## src/rtl/msx_sdram_pkg.sv

```systemverilog
// Shared types and constants for the SDRAM byte-port arbiter.
package msx_sdram_pkg;

  typedef enum logic [1:0] {
    StIdle,
    StIssue,
    StWaitAccept,
    StWaitDone
  } sdram_arb_state_t;

  localparam int NUM_REQ  = 3;
  localparam int REQ_LOAD = 0;
  localparam int REQ_A    = 1;
  localparam int REQ_B    = 2;

endpackage

```

## src/rtl/sdram_arbiter_if.sv

```systemverilog
// Requester and SDRAM-controller signals of the arbiter; slave = arbiter side.
interface sdram_arbiter_if #(
  parameter int unsigned AW = 25
) ();

  logic [msx_sdram_pkg::NUM_REQ-1:0]      req;
  logic [msx_sdram_pkg::NUM_REQ-1:0]      req_we;
  logic [msx_sdram_pkg::NUM_REQ*AW-1:0]   req_addr;
  logic [msx_sdram_pkg::NUM_REQ*8-1:0]    req_wdata;
  logic [msx_sdram_pkg::NUM_REQ-1:0]      ack;
  logic [7:0]                             rdata;
  logic [msx_sdram_pkg::NUM_REQ-1:0]      grant;
  logic                                   busy;
  logic                                   timeout_err;
  logic [AW-1:0]                          sdram_addr;
  logic [7:0]                             sdram_din;
  logic                                   sdram_rd;
  logic                                   sdram_we;
  logic                                   sdram_ready;
  logic [7:0]                             sdram_dout;

  modport slave (
    input  req, req_we, req_addr, req_wdata, sdram_ready, sdram_dout,
    output ack, rdata, grant, busy, timeout_err, sdram_addr, sdram_din, sdram_rd, sdram_we
  );

  modport master (
    output req, req_we, req_addr, req_wdata, sdram_ready, sdram_dout,
    input  ack, rdata, grant, busy, timeout_err, sdram_addr, sdram_din, sdram_rd, sdram_we
  );

endinterface

```

## src/rtl/sdram_rr_pick.sv

```systemverilog
// Winner selection: loader has fixed priority, slots A/B alternate on a tie.
module sdram_rr_pick
  import msx_sdram_pkg::*;
(
  input  logic [NUM_REQ-1:0] elig,
  input  logic               last_slot,  // 1 = slot B was granted last
  output logic [NUM_REQ-1:0] win
);

  always_comb begin
    win = '0;
    if (elig[REQ_LOAD]) begin
      win[REQ_LOAD] = 1'b1;
    end else if (elig[REQ_A] && elig[REQ_B]) begin
      if (last_slot) win[REQ_A] = 1'b1;
      else           win[REQ_B] = 1'b1;
    end else if (elig[REQ_A]) begin
      win[REQ_A] = 1'b1;
    end else if (elig[REQ_B]) begin
      win[REQ_B] = 1'b1;
    end
  end

endmodule

```

## src/rtl/sdram_arbiter.sv

```systemverilog
// Sequenced request/acknowledge front end sharing one SDRAM byte port among
// the ROM loader and cartridge slots A/B, one command outstanding at a time.
module sdram_arbiter
  import msx_sdram_pkg::*;
#(
  parameter int unsigned TIMEOUT = 255,
  parameter int unsigned AW      = 25
) (
  input  logic            clk,
  input  logic            reset_n,
  sdram_arbiter_if.slave  bus
);

  sdram_arb_state_t   state_q;
  logic [NUM_REQ-1:0] grant_q;
  logic [NUM_REQ-1:0] ack_q;
  logic               last_slot_q;
  logic [7:0]         cnt_q;
  logic [7:0]         rdata_q;
  logic [7:0]         din_q;
  logic [AW-1:0]      addr_q;
  logic               rd_q;
  logic               we_q;
  logic               terr_q;

  logic [NUM_REQ-1:0] elig;
  logic [NUM_REQ-1:0] win;
  logic [AW-1:0]      sel_addr;
  logic [7:0]         sel_wdata;
  logic               sel_we;
  logic [8:0]         cnt_inc;
  logic               waiting;
  logic               done_ok;
  logic               timed_out;

  // A requester being acknowledged this cycle has not had a chance to drop req yet.
  assign elig = bus.req & ~ack_q;

  sdram_rr_pick u_pick (
    .elig      (elig),
    .last_slot (last_slot_q),
    .win       (win)
  );

  always_comb begin
    sel_addr  = '0;
    sel_wdata = '0;
    sel_we    = 1'b0;
    for (int i = 0; i < NUM_REQ; i++) begin
      if (win[i]) begin
        sel_addr  = bus.req_addr[i*AW +: AW];
        sel_wdata = bus.req_wdata[i*8 +: 8];
        sel_we    = bus.req_we[i];
      end
    end
  end

  assign cnt_inc   = {1'b0, cnt_q} + 9'd1;
  assign waiting   = (state_q == StWaitAccept) || (state_q == StWaitDone);
  assign done_ok   = (state_q == StWaitDone) && bus.sdram_ready;
  assign timed_out = waiting && !done_ok && (cnt_inc == 9'(TIMEOUT));

  always_ff @(posedge clk or negedge reset_n) begin
    if (!reset_n) begin
      state_q     <= StIdle;
      grant_q     <= '0;
      ack_q       <= '0;
      last_slot_q <= 1'b1;
      cnt_q       <= '0;
      rdata_q     <= 8'hFF;
      din_q       <= '0;
      addr_q      <= '0;
      rd_q        <= 1'b0;
      we_q        <= 1'b0;
      terr_q      <= 1'b0;
    end else begin
      ack_q <= '0;
      rd_q  <= 1'b0;
      we_q  <= 1'b0;
      unique case (state_q)
        StIdle: begin
          if (bus.sdram_ready && (|elig)) begin
            grant_q <= win;
            addr_q  <= sel_addr;
            din_q   <= sel_wdata;
            // Strobe registered here so it is visible for exactly the ISSUE cycle.
            rd_q    <= !sel_we;
            we_q    <= sel_we;
            cnt_q   <= '0;
            state_q <= StIssue;
            if (win[REQ_A])      last_slot_q <= 1'b0;
            else if (win[REQ_B]) last_slot_q <= 1'b1;
          end
        end
        StIssue: begin
          state_q <= StWaitAccept;
        end
        StWaitAccept, StWaitDone: begin
          cnt_q <= cnt_inc[7:0];
          if (done_ok || timed_out) begin
            ack_q   <= grant_q;
            grant_q <= '0;
            rdata_q <= done_ok ? bus.sdram_dout : 8'hFF;
            state_q <= StIdle;
            if (timed_out) terr_q <= 1'b1;
          end else if (state_q == StWaitAccept && !bus.sdram_ready) begin
            state_q <= StWaitDone;
          end
        end
        default: state_q <= StIdle;
      endcase
    end
  end

  assign bus.ack         = ack_q;
  assign bus.rdata       = rdata_q;
  assign bus.grant       = grant_q;
  assign bus.busy        = (state_q != StIdle);
  assign bus.timeout_err = terr_q;
  assign bus.sdram_addr  = addr_q;
  assign bus.sdram_din   = din_q;
  assign bus.sdram_rd    = rd_q;
  assign bus.sdram_we    = we_q;

endmodule

```

## src/flat_wrapper.sv

```systemverilog
// flat-port wrapper written by rule: the top's interface ports become plain ports
module sdram_arbiter_flat import msx_sdram_pkg::*;
#(
  parameter int unsigned TIMEOUT = 255,
  parameter int unsigned AW      = 25
)
  (clk, reset_n, bus_req, bus_req_we, bus_req_addr, bus_req_wdata, bus_sdram_ready, bus_sdram_dout, bus_ack, bus_rdata, bus_grant, bus_busy, bus_timeout_err, bus_sdram_addr, bus_sdram_din, bus_sdram_rd, bus_sdram_we);
  sdram_arbiter_if #(.AW(AW)) bus_i ();
  input  logic clk;
  input  logic reset_n;
  input wire logic [$bits(bus_i.req)-1:0] bus_req;
  input wire logic [$bits(bus_i.req_we)-1:0] bus_req_we;
  input wire logic [$bits(bus_i.req_addr)-1:0] bus_req_addr;
  input wire logic [$bits(bus_i.req_wdata)-1:0] bus_req_wdata;
  input wire logic [$bits(bus_i.sdram_ready)-1:0] bus_sdram_ready;
  input wire logic [$bits(bus_i.sdram_dout)-1:0] bus_sdram_dout;
  output wire logic [$bits(bus_i.ack)-1:0] bus_ack;
  output wire logic [$bits(bus_i.rdata)-1:0] bus_rdata;
  output wire logic [$bits(bus_i.grant)-1:0] bus_grant;
  output wire logic [$bits(bus_i.busy)-1:0] bus_busy;
  output wire logic [$bits(bus_i.timeout_err)-1:0] bus_timeout_err;
  output wire logic [$bits(bus_i.sdram_addr)-1:0] bus_sdram_addr;
  output wire logic [$bits(bus_i.sdram_din)-1:0] bus_sdram_din;
  output wire logic [$bits(bus_i.sdram_rd)-1:0] bus_sdram_rd;
  output wire logic [$bits(bus_i.sdram_we)-1:0] bus_sdram_we;
  assign bus_i.req = bus_req;
  assign bus_i.req_we = bus_req_we;
  assign bus_i.req_addr = bus_req_addr;
  assign bus_i.req_wdata = bus_req_wdata;
  assign bus_i.sdram_ready = bus_sdram_ready;
  assign bus_i.sdram_dout = bus_sdram_dout;
  assign bus_ack = bus_i.ack;
  assign bus_rdata = bus_i.rdata;
  assign bus_grant = bus_i.grant;
  assign bus_busy = bus_i.busy;
  assign bus_timeout_err = bus_i.timeout_err;
  assign bus_sdram_addr = bus_i.sdram_addr;
  assign bus_sdram_din = bus_i.sdram_din;
  assign bus_sdram_rd = bus_i.sdram_rd;
  assign bus_sdram_we = bus_i.sdram_we;
  sdram_arbiter #(.TIMEOUT(TIMEOUT), .AW(AW)) u_core (.clk(clk), .reset_n(reset_n), .bus(bus_i));
endmodule
```

## config.mk

```make
export PLATFORM = sky130hd
export DESIGN_NAME = sdram_arbiter_flat
export DESIGN_NICKNAME = d
export VERILOG_FILES = /design/src/rtl/msx_sdram_pkg.sv /design/src/rtl/sdram_arbiter_if.sv /design/src/rtl/sdram_rr_pick.sv /design/src/rtl/sdram_arbiter.sv /design/src/flat_wrapper.sv
export SDC_FILE = /design/constraint.sdc
export NUM_CORES = 1
export LEC_CHECK = 0
export BUFFER_PORTS_ARGS = -buffer_cell sky130_fd_sc_hd__buf_2
export CAP_MARGIN = 0
export CORE_MARGIN = 1.5
export CORE_UTILIZATION = 47
export CTS_CLUSTER_DIAMETER = 40
export CTS_CLUSTER_SIZE = 40
export DETAILED_ROUTE_END_ITERATION = 6
export PLACE_DENSITY = 0.87
export SETUP_SLACK_MARGIN = 0.02
export SYNTH_ARGS = -nofsm -noshare
export SYNTH_HDL_FRONTEND = slang
export SYNTH_SLANG_ARGS = --single-unit
```

## constraint.sdc

```tcl
create_clock -name clk -period 4.2 [get_ports clk]
set_input_delay 1.05 -clock clk [delete_from_list [all_inputs] [get_ports clk]]
set_output_delay 1.05 -clock clk [all_outputs]
set_load 0.05 [all_outputs]
```

=== Word-level counts from Yosys, hierarchy flattened ===
Index checks and enable logic that the tools add are counted.

* Register bits after elaboration: 61
* Output and inout bits: 51
* Input port bits: 116

* Add/subtract/negate cells: 1
* Mux-type cells: 35
* Bitwise operators: 2
* Eq/ne operators: 7
* Reductions and logical operators: 24

{| class="wikitable"
|+ Operators with widths
! operator !! count
|-
| $mux 25 || 3
|-
| $mux 8 || 5
|-
| $pmux 8 s2 || 1
|-
| $mux 1 || 15
|-
| $mux 3 || 4
|-
| $mux 2 || 5
|-
| $add 8x1->9 const B || 1
|-
| $eq 9x8->1 const B || 1
|-
| $reduce_and 3->1 || 3
|-
| $reduce_and 2->1 || 4
|-
| $logic_and 1x1->1 || 6
|-
| $pmux 2 s3 || 1
|-
| $pmux 3 s2 || 1
|-
| $reduce_bool 2->1 || 3
|-
| $eq 2x2->1 const B || 2
|-
| $ne 2x1->1 const B || 2
|-
| $and 3x3->3 || 1
|-
| $logic_not 1->1 || 3
|-
| $ne 3x1->1 const B || 1
|-
| $not 3->3 || 1
|-
| $reduce_or 3->1 || 1
|-
| $eq 2x1->1 const B || 1
|-
| $logic_not 2->1 || 1
|-
| $logic_or 1x1->1 || 2
|-
| $reduce_or 2->1 || 1
|}

=== Longest topological paths before layout ===
* Depth after elaboration: 11
* Gate-level depth with buffers: 9

=== By module ===
Synthesis repeated with hierarchy kept, for this count alone.

* Cell total of the unflattened synthesis: 352
* Area total of the unflattened synthesis: 3079.2 sq um

{| class="wikitable"
|+ By module, submodules not included
! module !! area an instance (sq um) !! cells an instance !! instances !! seq. area each (sq um)
|-
| sdram_arbiter || 3041.7 || 347 || 1 || 1537.7
|-
| sdram_rr_pick || 37.5 || 5 || 1 || 0.0
|}

=== Worst setup path before layout ===
OpenSTA, ideal clock, no wires.

* Path kind: input to register
* From: input bus_req[0]
* To: register u_core.addr_q[3] (netlist: u_core.bus.sdram_addr[3])
* Slack: 1.877 ns
* Arrival time: 2.240 ns
* Library setup time: 0.083 ns
* Cell stages on the path: 6
* Path buffers: 2
* Cell sequence: nor2b_1 buf_2 a211oi_2 clkbuf_1 a222oi_1 o21ai_0

* Word-level cells in the longest chain between the ends: 5
* Elaborated cells between the ends (all ways): 9
* Classes of those cells: mux: 5; bitwise: 1; reduce/logical: 3

{| class="wikitable"
|+ Ends and longest elaborated chain
! what !! RTL line !! source
|-
| from (decl) || flat_wrapper.sv:11 || <nowiki>input wire logic [$bits(bus_i.req)-1:0] bus_req;</nowiki>
|-
| $and 3x3->3 * || sdram_arbiter.sv:37 || <nowiki>assign elig = bus.req & ~ack_q;</nowiki>
|-
| $mux 1 || sdram_rr_pick.sv:12 || <nowiki>if (elig[REQ_LOAD]) begin</nowiki>
|-
| $mux 25 (3 in series) || sdram_arbiter.sv:50 || <nowiki>if (win[i]) begin</nowiki>
|-
| to (signal assigned) || sdram_arbiter.sv:84 || <nowiki>addr_q <= sel_addr;</nowiki>
|-
| to (decl) || sdram_arbiter.sv:21 || <nowiki>logic [AW-1:0] addr_q;</nowiki>
|}

Every way passes the cells marked *; elsewhere a longest branch is shown, timed or not.
A chain may end at the register's enable or synchronous reset.

=== Worst setup path in the final report ===
* From: register u_core.state_q[1]
* To: output bus_busy

* Word-level cells in the longest chain between the ends: 1

{| class="wikitable"
|+ Ends and longest elaborated chain
! what !! RTL line !! source
|-
| from (decl) || sdram_arbiter.sv:14 || <nowiki>sdram_arb_state_t state_q;</nowiki>
|-
| from (signal assigned) || sdram_arbiter.sv:65 || <nowiki>state_q <= StIdle;</nowiki>
|-
| from (signal assigned) || sdram_arbiter.sv:90 || <nowiki>state_q <= StIssue;</nowiki>
|-
| from (signal assigned) || sdram_arbiter.sv:96 || <nowiki>state_q <= StWaitAccept;</nowiki>
|-
| $reduce_bool 2->1 || sdram_arbiter.sv:118 || <nowiki>assign bus.busy = (state_q != StIdle);</nowiki>
|-
| to (decl) || flat_wrapper.sv:20 || <nowiki>output wire logic [$bits(bus_i.busy)-1:0] bus_busy;</nowiki>
|}

Every way passes these cells.

==> flow_summary_export.csv <==
group,metric,value,unit
status,status,"finished, final reports clean",
logic_synthesis,ys_seq_area_share,52.9,%
logic_synthesis,synth_area,0.00291,mm2
global_routing,grt_max_degree,78,
placement,placed_cells,511,
cells_and_area,multi_input_area,0.00126,mm2
timing,hold_viol,0,
cells_and_area,regArea,0.00154,mm2
critical_path,crit_arrival,1.58,ns
global_routing,grtUsageTotal,25.2,%
routing,wire_per_inst,15.3,um
power,power_density,756,mW/mm2
clock_network,cts_max_level,3,
clock_network,clock_sinks,61,
floorplan,dieArea,0.00667,mm2
cells_and_area,final_cells,527,
clock_network,insertion_delay,0.33,ns
critical_path,cp_data_required_time,3.15,ns
logic_synthesis,synth_cells,290,
critical_path,cp_max_fo,19,
routing,avgViaCountPerCell,5.66,
floorplan,io_pins,167,
logic_synthesis,syn_nets,408,
logic_synthesis,synth.avg_cell_area,10.0,um2
routing,drt_iter0_drc,316,
critical_path,cp-start-kind,"flip-flop",
clock_network,cts_resized,0,
timing,setup_tns,0,ns
flow_run,max_cap_violations,0,
critical_path,critical_path_class,"flip-flop to output port",
floorplan,fp.dieW,81.6,um
placement,io_buffer_count,166,
cells_and_area,final_nets,565,
floorplan,coreArea,0.00596,mm2
power,p_leak,0.00203,uW
global_routing,overflow,0,
clock_network,postCtsHoldBufs,0,
timing,period_share,62.6,%
routing,num_vias,2984,
timing,period_needed,2.63,ns
clock_network,cts_made_buffers,9,
power,vdd_ir_drop_max,522,uV
clock_network,cts_tree,"yes",
cells_and_area,num-fill-cells,474,
global_routing,first_global_vias,2734,
timing,tightest_slew,1.04,ns
timing,setup_viol,0,
routing,drt-total-wl,8.05,mm
cells_and_area,area_delta_synth_final,36.0,%
worst_hold_path,hold_path_class,"flip-flop to flip-flop",
logic_synthesis,yosys.cell_types.count,41,
cells_and_area,drive_above_1_share,44.7,%
cells_and_area,layout_common_cells,"166 x buf_2, 52 x dfrtp_1, 48 x nand2_1",
clock_network,clk_path_buf_depth,2,
timing,slew_violations,0,
clock_network,clk_pin_slew_worst_paths,0.06,ns
timing,fmax,380,MHz
timing,finalClockSkew,0.00864,ns
clock_network,root_buffer,"clkbuf_8",
timing,rsz0062_at_grt,"no",
global_routing,grt_pass1_wl,12.7,mm
placement,dp_hpwl,5.86,mm
routing,first_pass_iters,6,
routing,drc,0,
cells_and_area,antennaDiodeCount,0,
clock_network,cts_setup_buffers,0,
placement,place_congestion,0.809,
logic_synthesis,ys_seq_elements,61,
cells_and_area,final_common_cell,"buf_2",
logic_synthesis,synth_warnings,0,
critical_path,critical_path.endpoint_type,"output port",
timing,relSlewSlack,30.6,%
floorplan,core.rowCount,28,
floorplan,start_util,48.8,%
global_routing,antenna_found_initial,0,
floorplan,die_h,81.6,um
routing,ant_nets,0,
[worst max-delay path: stages (launching register included)]
cell and delay, ns:
dfrtp_1 0.70, nor2_1 0.13, inv_1 0.14, buf_2 0.28
[sequential cells by signal (all words and copies together), names as in the netlist]
register,flops
u_core.bus.ack,3
u_core.cnt_q,8
u_core.bus.grant,3
u_core.bus.rdata,8
u_core.bus.sdram_din,8
u_core.bus.sdram_we,1
u_core.bus.sdram_addr,25
u_core.last_slot_q,1
u_core.bus.timeout_err,1
u_core.state_q,2
u_core.bus.sdram_rd,1
[where the power goes]
| part | switching, uW | leakage, uW | internal, uW |
|---|---|---|---|
| logic | 1060 | 0.00117 | 387 |
| clock network | 212 | 0.0000947 | 290 |
| registers | 185 | 0.000764 | 850 |
| total | 1460 | 0.00203 | 1530 |
[worst paths after layout]
| check | from | endpoint | slack, ns | depth (start not counted) |
|---|---|---|---|---|
| max | u_core.state_q[1]$_DFFE_PN0P_ | bus_busy | 1.57 | 3 |
| min | u_core.bus.sdram_addr[13]$_DFFE_PN0P_ | u_core.bus.sdram_addr[13]$_DFFE_PN0P_ | 0.48 | 2 |
| max reg2reg | u_core.cnt_q[0]$_DFFE_PN0P_ | u_core.state_q[0]$_DFFE_PN0P_ | 1.79 | 6 |
| min reg2reg | u_core.bus.sdram_addr[13]$_DFFE_PN0P_ | u_core.bus.sdram_addr[13]$_DFFE_PN0P_ | 0.48 | 2 |
| max in group asynchronous | reset_n | u_core.last_slot_q$_DFFE_PN1P_ | 2.62 | 2 |
| min in group asynchronous | reset_n | u_core.bus.sdram_addr[0]$_DFFE_PN0P_ | 0.70 | 1 |
[layout make-up]
type | count | area share [%]
Sequential cell | 61 | 38.9
Clock buffer | 14 | 3.86
Inverter | 4 | 0.380
Multi-Input combinational cell | 201 | 31.8
Tap cell | 75 | 2.37
Clock inverter | 2 | 0.886
Timing Repair Buffer | 170 | 21.8
[routing by layer]
| metal | wire, um | track usage [%] |
|---|---|---|
| met3 | 714 | 6.33 |
| met1 | 3160 | 29.5 |
| met2 | 3950 | 42.8 |
| met4 | 232 | 13.1 |
| met5 | 0 | 0 |
[kinds of logic (layout without fill, tap and decap cells)]
kind of cell / after synthesis / count (layout) / share of synthesized area (%)
AOI/OAI and AO/OA: 94 / 94 / 23.6
xor gates and xnor gates: 6 / 6 / 1.81
adders and majority gates: 2 / 2 / 0.861
buffers and inverters: 28 / 190 / 4.39
DFF: 61 / 61 / 52.9
muxes: 4 / 4 / 1.42
and+or+nand+nor: 95 / 95 / 15.0
[cells in the mapped netlist (all sizes together)]
library cell | number | share of area (%)
nor3 | 1 | 0.17
nand2 | 48 | 6.2
a31oi | 1 | 0.22
xor2 | 2 | 0.60
dfrtp | 52 | 45
or2b | 1 | 0.26
and3 | 6 | 1.3
xnor2 | 4 | 1.2
dfstp | 9 | 8.1
a41o | 1 | 0.34
nand2b | 1 | 0.22
a21bo | 1 | 0.34
nand3 | 4 | 0.69
a222oi | 34 | 12
and4 | 1 | 0.34
a21oi | 11 | 1.9
a31o | 1 | 0.30
o21ai | 39 | 6.7
mux2i | 3 | 1.0
inv | 4 | 0.52
mux2 | 1 | 0.39
ha | 2 | 0.86
a211oi | 1 | 0.43
nor3b | 2 | 0.69
nand3b | 2 | 0.52
and2 | 1 | 0.22
a22o | 2 | 0.60
nor2b | 2 | 0.43
buf | 6 | 1.5
or3 | 2 | 0.60
a21boi | 3 | 1.0
clkbuf | 18 | 2.3
nand4 | 3 | 0.65
nor2 | 21 | 2.7
[per-stage QoR]
step	cell area [um2]	setup slack, ns	total power, uW	hold slack (ns)	utilization (%)
3_3_place_gp	3760	1.36	2450	0.446	63.2
4_1_cts	3950	1.55	3000	0.474	66.4
3_5_place_dp	3760	1.26	2500	0.464	63.2
6_report	3950	1.57	2990	0.480	66.4
2_1_floorplan	2910	1.88	2110	0.511	-
5_1_grt	3950	1.42	3160	0.500	66.4
No activity file was read; power rests on OpenSTA's default activity.
